===== src/rtl/adc_frame_uart_tx.sv =====
// Frames each accepted 12-bit ADC sample as four 8N1 UART bytes:
// header, {seq, sample[11:8]}, sample[7:0], XOR checksum of the first three.
//
//   state | meaning
//   IDLE  | line high, s_ready high, waiting for a sample
//   START | start bit (low) of the byte selected by byte_idx
//   DATA  | eight data bits, LSB first
//   STOP  | stop bit (high); back to START for the next byte, IDLE after byte 3
module adc_frame_uart_tx #(
    parameter int unsigned CLK_HZ   = 16000000,
    parameter int unsigned BAUD     = 115200,
    parameter logic [7:0]  HDR_BYTE = 8'hA5
) (
    input  logic        sys_clk,
    input  logic        sys_rst,
    input  logic        s_valid,
    input  logic [11:0] s_data,
    output logic        s_ready,
    output logic        uart_tx,
    output logic        frame_done,
    output logic [3:0]  seq
);

    // CLKS_PER_BIT must be at least 2 so frame_done can be registered one cycle ahead.
    localparam int unsigned CLKS_PER_BIT = CLK_HZ / BAUD;
    localparam int unsigned CNT_W        = (CLKS_PER_BIT > 1) ? $clog2(CLKS_PER_BIT) : 1;
    localparam logic [CNT_W-1:0] BIT_LAST = CNT_W'(CLKS_PER_BIT - 1);
    localparam logic [CNT_W-1:0] DONE_AT  = CNT_W'(CLKS_PER_BIT - 2);

    typedef enum logic [1:0] {
        IDLE  = 2'd0,
        START = 2'd1,
        DATA  = 2'd2,
        STOP  = 2'd3
    } state_t;

    state_t           state;
    logic [CNT_W-1:0] baud_cnt;
    logic [2:0]       bit_idx;
    logic [1:0]       byte_idx;
    logic [6:0]       shreg;
    logic [11:0]      frame_data;
    logic [3:0]       frame_seq;

    logic [7:0] byte1;
    logic [7:0] byte2;
    logic [7:0] byte3;
    logic [7:0] cur_byte;
    logic       bit_end;

    assign byte1   = {frame_seq, frame_data[11:8]};
    assign byte2   = frame_data[7:0];
    assign byte3   = HDR_BYTE ^ byte1 ^ byte2;
    assign bit_end = (baud_cnt == BIT_LAST);
    assign s_ready = (state == IDLE);

    always_comb begin
        cur_byte = HDR_BYTE;
        case (byte_idx)
            2'd0:    cur_byte = HDR_BYTE;
            2'd1:    cur_byte = byte1;
            2'd2:    cur_byte = byte2;
            default: cur_byte = byte3;
        endcase
    end

    always_ff @(posedge sys_clk or posedge sys_rst) begin
        if (sys_rst) begin
            state      <= IDLE;
            baud_cnt   <= '0;
            bit_idx    <= '0;
            byte_idx   <= '0;
            shreg      <= '0;
            frame_data <= '0;
            frame_seq  <= '0;
            uart_tx    <= 1'b1;
            frame_done <= 1'b0;
            seq        <= '0;
        end else begin
            frame_done <= 1'b0;
            case (state)
                IDLE: begin
                    uart_tx  <= 1'b1;
                    baud_cnt <= '0;
                    if (s_valid) begin
                        frame_data <= s_data;
                        frame_seq  <= seq;
                        byte_idx   <= '0;
                        uart_tx    <= 1'b0;
                        state      <= START;
                    end
                end

                START: begin
                    if (bit_end) begin
                        baud_cnt <= '0;
                        bit_idx  <= '0;
                        uart_tx  <= cur_byte[0];
                        shreg    <= cur_byte[7:1];
                        state    <= DATA;
                    end else begin
                        baud_cnt <= baud_cnt + 1'b1;
                    end
                end

                DATA: begin
                    if (bit_end) begin
                        baud_cnt <= '0;
                        if (bit_idx == 3'd7) begin
                            uart_tx <= 1'b1;
                            state   <= STOP;
                        end else begin
                            bit_idx <= bit_idx + 1'b1;
                            uart_tx <= shreg[0];
                            shreg   <= shreg >> 1;
                        end
                    end else begin
                        baud_cnt <= baud_cnt + 1'b1;
                    end
                end

                STOP: begin
                    // Registered one cycle early so the pulse lands on the last stop-bit cycle.
                    if (baud_cnt == DONE_AT && byte_idx == 2'd3) begin
                        frame_done <= 1'b1;
                    end
                    if (bit_end) begin
                        baud_cnt <= '0;
                        if (byte_idx == 2'd3) begin
                            seq   <= seq + 1'b1;
                            state <= IDLE;
                        end else begin
                            byte_idx <= byte_idx + 1'b1;
                            uart_tx  <= 1'b0;
                            state    <= START;
                        end
                    end else begin
                        baud_cnt <= baud_cnt + 1'b1;
                    end
                end

                default: state <= IDLE;
            endcase
        end
    end

endmodule


===== config.mk =====
export PLATFORM = sky130hd
export DESIGN_NAME = adc_frame_uart_tx
export DESIGN_NICKNAME = d
export VERILOG_FILES = /design/src/rtl/adc_frame_uart_tx.sv
export SDC_FILE = /design/constraint.sdc
export NUM_CORES = 1
export LEC_CHECK = 0
export ABC_AREA = 1
export CAP_MARGIN = 30
export CORE_MARGIN = 2
export CORE_UTILIZATION = 57
export DETAILED_ROUTE_END_ITERATION = 16
export PLACE_DENSITY = 0.86
export SETUP_SLACK_MARGIN = 0.05
export SYNTH_ARGS = -nofsm -noshare
export SYNTH_HDL_FRONTEND = slang
export SYNTH_SLANG_ARGS = --single-unit
export TNS_END_PERCENT = 100

===== constraint.sdc =====
create_clock -name sys_clk -period 2.04 [get_ports sys_clk]
set_input_delay 0.408 -clock sys_clk [delete_from_list [all_inputs] [get_ports sys_clk]]
set_output_delay 0.408 -clock sys_clk [all_outputs]
set_load 0.01 [all_outputs]

## Yosys cells after proc, flatten, opt, wreduce, memory -nomap -nowiden

Cells that the tools add are included.

- Register bits: 44
- Input bits: 15
- Output and inout bits: 7
- Logic and storage cells: 75

- Add/subtract/negate cells: 4
- Eq/ne operators: 16
- Muxes and demuxes: 31
- Bitwise gates (word level): 2
- Reductions and logical operators: 12

Operator list:

| kind | number |
|---|---|
| $pmux W8 S3 | 1 |
| $mux W7 | 3 |
| $eq A8 B8 Y1 const B | 2 |
| $mux W2 | 8 |
| $pmux W8 S2 | 1 |
| $ne A2 B2 Y1 const B | 7 |
| $pmux W7 S2 | 1 |
| $reduce_and A4 Y1 | 3 |
| $mux W1 | 9 |
| $mux W3 | 3 |
| $add A8 B1 Y8 const B | 1 |
| $eq A2 B2 Y1 const B | 4 |
| $mux W8 | 1 |
| $pmux W2 S4 | 1 |
| $xor A8 B8 Y8 | 1 |
| $pmux W3 S2 | 1 |
| $reduce_and A5 Y1 | 1 |
| $add A4 B1 Y4 const B | 1 |
| $eq A2 B1 Y1 const B | 2 |
| $logic_not A2 Y1 | 2 |
| $not A4 Y4 | 1 |
| $pmux W1 S4 | 1 |
| $pmux W2 S2 | 1 |
| $reduce_bool A2 Y1 | 2 |
| other kinds (7) | 7 |

## Logic depth before layout (Yosys ltp)

- Depth in word-level cells: 5
- Gate-level depth with buffers: 9
- Gate-level depth less buffers: 9

## Worst setup path after synthesis

Ideal clock, no wire load.

- Path type: register -> register
- Start: reg state[0]
- End: reg frame_data[1]
- Setup time: 0.125 ns
- Data arrival time: 1.474 ns
- Data required time: 1.915 ns
- Setup slack: 0.441 ns
- Cell stages (with the launch flop): 6
- Path buffers: 1
- Path through: dfrtp_1 -> inv_1 -> ha_1 -> nand2_1 -> buf_2 -> mux2_2

- Cells in the longest elaborated chain, start to end: 2

Ends and longest elaborated chain:

| what | RTL line | source |
|---|---|---|
| start: declaration | 37 | `state_t state;` |
| start signal: assignment | 69 | `state <= IDLE;` |
| start signal: assignment | 90 | `state <= START;` |
| start signal: assignment | 100 | `state <= DATA;` |
| $logic_not A2 Y1 | -- |  |
| via s_ready | 18 | `output logic s_ready,` |
| $reduce_and A2 Y1 (no line) | -- |  |
| end signal: assignment | 86 | `frame_data <= s_data;` |
| end: declaration | 42 | `logic [11:0] frame_data;` |

The timed path passes the listed nets, and every way through them passes these cells.
A chain may end at the register's enable or synchronous reset.

## Final worst setup path

- Start: reg bit_idx[0]
- End: reg shreg[0]

- Cells in the longest elaborated chain, start to end: 3

Ends and longest elaborated chain:

| what | RTL line | source |
|---|---|---|
| start: declaration | 39 | `logic [2:0] bit_idx;` |
| start signal: assignment | 113 | `bit_idx <= bit_idx + 1'b1;` |
| $eq A3 B3 Y1 | 109 | `if (bit_idx == 3'd7) begin` |
| $ne A2 B2 Y1 (no line) | -- |  |
| $reduce_and A4 Y1 (no line) | -- |  |
| end signal: assignment | 99 | `shreg <= cur_byte[7:1];` |
| end signal: assignment | 115 | `shreg <= shreg >> 1;` |
| end: declaration | 41 | `logic [6:0] shreg;` |

Every way passes these cells.

==> results.py <==
metrics = {
    "status": {
        "status": "finished, final reports clean",
    },
    "layout": {
        "area_delta_synth_final_pct": 17.02,
        "ff_latch_area_um2": 1102,
        "drive_above_1_share_pct": 13.00,
        "fillCellCount": 292,
        "antennaDiodeCount": 0,
        "layout.nets": 353,
        "multiInputGateArea_um2": 1182,
    },
    "floorplanning": {
        "coreArea_um2": 4058,
        "die_y_um": 69.44,
        "rows": 23,
        "pin_count": 22,
        "initial_core_util_pct": 60.16,
        "fp.dieW_um": 69.44,
        "die_area_um2": 4822,
    },
    "detailed_routing": {
        "viasPerCell": 5.268,
        "wire_per_inst_um": 12.96,
        "drt_iter0_markers": 99,
        "drc": 0,
        "routed-via-count": 1965,
        "wl_um": 4835,
        "ant_nets": 0,
        "dr.pass1.iters": 4,
    },
    "timing": {
        "worst_slew_pin_slew_ns": 0.4005,
        "worst_slack_ns": 0.2263,
        "min_period_ns": 1.814,
        "fin_skew_ns": 0.006878,
        "finalCritPeriodShare_pct": 88.91,
        "drv_slew": 0,
        "slew_headroom_pct": 73.02,
        "setup_viol_count_final": 0,
        "fin_setup_tns_ns": 0,
        "hold_violations": 0,
        "rsz0062_at_grt": "false",
        "fmax_ghz": 0.5514,
    },
    "synthesis": {
        "synth_compound_area_share_pct": 7.688,
        "synthAdderAreaFrac_pct": 8.201,
        "seq_area_frac_synth_pct": 45.16,
        "synth_top_cell_by_area": "dfrtp_1",
        "syn_area_um2": 2441,
        "synth-edff-count": 0,
        "yosys_warnings": 0,
        "muxShareOfSynthArea_pct": 4.152,
        "synth_xor_area_share_pct": 2.870,
        "synth_top_family_by_area": "simple AND/OR/NAND/NOR gates",
        "synth-seq-cells": 44,
        "postSynth.asyncResetShare_pct": 100.0,
        "syn_nets": 325,
        "avgSynthCellArea_um2": 8.303,
        "synth_top_area_share_pct": 44.08,
        "synthSimpleGateAreaFrac_pct": 25.42,
        "synth_area_leaders": "dfrtp_1 (44%), nand2_1 (13%), ha_1 (8.2%), inv_1 (4.3%), nand3_1 (4.3%)",
        "netlist_instances": 294,
        "synth_top_flop_cell": "dfrtp_1",
        "ys_types": 30,
    },
    "power": {
        "power.switching_uw": 1218,
        "clkPwrFrac_pct": 21.5,
        "netSwitchingFraction_pct": 38.06,
        "sequentialPowerShare_pct": 38.8,
        "ir_drop_mv": 0.5296,
        "p_leak_uw": 0.001421,
        "power.internal_uw": 1982,
        "power_density_nw_per_um2": 1120,
        "combPwrFrac_pct": 39.6,
    },
    "cts": {
        "clkLatencyLatePin_ns": 0.30,
        "cts_made_buffers": 5,
        "cts_tree": "built",
        "htree_levels": 2,
        "cts_sinks": 44,
        "root_buffer": "clkbuf_8",
        "cts_hold_buf": 0,
        "cts_buffer_depth": 2,
        "clkTransAtPathRegs_ns": 0.09,
    },
    "grt": {
        "grt_pass1_vias": 1925,
        "antenna_found_initial": 0,
        "grt_use_total_pct": 21.59,
        "grt_pass1_wl_um": 8418,
        "overflow": 0,
        "grt_start_max_net_pins": 45,
    },
    "worst_setup_path": {
        "path_class": "reg2reg",
        "start_kind": "flop",
        "worstPathMaxFanout": 16,
        "required_ns": 2.28,
        "cp.arrival_ns": 2.06,
        "crit_path_end_kind": "flop",
        "reg2reg_depth": 9,
    },
    "place": {
        "place_hpwl_um": 3408,
        "dp_slack_ns": 0.2644,
        "io_buffers": 21,
        "gp_congestion": 0.8408,
    },
    "run": {
        "cap_violations": 0,
    },
    "min_path": {
        "hold_path.class": "in2async",
    },
}
## power by group through the flow
stage	combinational (uW)	sequential, uW	clock (uW)
after floorplan	904	1230	0
after global placement	1150	1260	0
after detailed placement	1190	1270	0
after CTS	1260	1240	690
after global routing	1430	1270	728
final	1270	1240	689
## cell usage after synthesis (all sizes together) (3+ instances only)
cell type  count
a21oi         13
buf            4
dfrtp         43
ha            16
inv           32
mux2           9
nand2         88
nand3         22
nor2          29
o21ai         20
xnor2          5
xor2           3
## metal layers
metal	vias up	GRT usage (%)	share of wire, %
met5	-	0	0
met4	0	6.754	1.2
met3	7	3.924	3.6
met2	40	37.82	50
met1	924	27.06	46
li1	994	-	-
## area by class of cell
class / instances / area share [%]
clock inverters: 3 / 1.621
flip-flops and latches: 44 / 38.59
well taps: 50 / 2.190
multi-input cells: 211 / 41.39
inverters: 33 / 4.336
repair buffers: 27 / 9.461
clock buffers: 5 / 2.409
## critical path, cell delays in order (launching register included)
cell and delay, ns:
dfrtp_1 0.41, ha_1 0.21, ha_1 0.19, inv_1 0.06, nand2_1 0.07, o21ai_0 0.11
nand3_2 0.32, inv_1 0.23, nand3_1 0.10, nand2_1 0.06
## cells by family after synthesis
kind of cell               after synthesis
adders and majority gates               16
AOI/OAI and AO/OA                       35
buffers and inverters                   39
and+or+nand+nor                        143
muxes                                    9
DFF                                     44
xor gates and xnor gates                 8
## registers in the layout, indices dropped and copies added, names as in the netlist
signal      cells
seq             4
shreg           7
byte_idx        2
uart_tx         1
state           2
baud_cnt        8
frame_done      1
frame_seq       4
frame_data     12
bit_idx         3
## through the flow
stage	util [%]	power [uW]	cell area (um^2)	hold WS [ns]	cells
CTS	70.34	3189	2854	0.4481	373
floorplan	-	2139	2441	0.4487	294
global route	70.40	3428	2856	0.4897	373
detailed placement	67.07	2462	2721	0.4574	363
global placement	67.07	2411	2721	0.4569	363
finish	70.40	3199	2856	0.4359	373
## final timing paths
kind	startpoint	endpoint	slack, ns
max in group asynchronous	sys_rst	uart_tx	1.34
worst min-delay path	sys_rst	seq[0]	0.44
worst max register to register	bit_idx[0]	shreg[0]	0.23
min in group sys_clk	uart_tx	uart_tx	0.48
worst max-delay path	bit_idx[0]	shreg[0]	0.23
worst min register to register	uart_tx	uart_tx	0.48
## timing repair
| item | in CTS | in global routing |
|---|---|---|
| setup buffers | 2 | 0 |
| cloned | 0 | 0 |
| endpoints found under the setup margin | 1 | 1 |
| resized for setup | 2 | 1 |
## layout by cell type, fill, tap and decap left out, drive strengths merged, types with 2 or more instances in the layout
master and n:
xnor2 5, mux2 9, nor2 29, a21oi 13, clkinv 2, clkbuf 5, buf 6, clkdlybuf4s50 20
dfrtp 43, o21ai 20, ha 16, nand3 22, nand2 88, inv 32, xor2 3, nand4 2
Power figures use the tool's default switching activity.
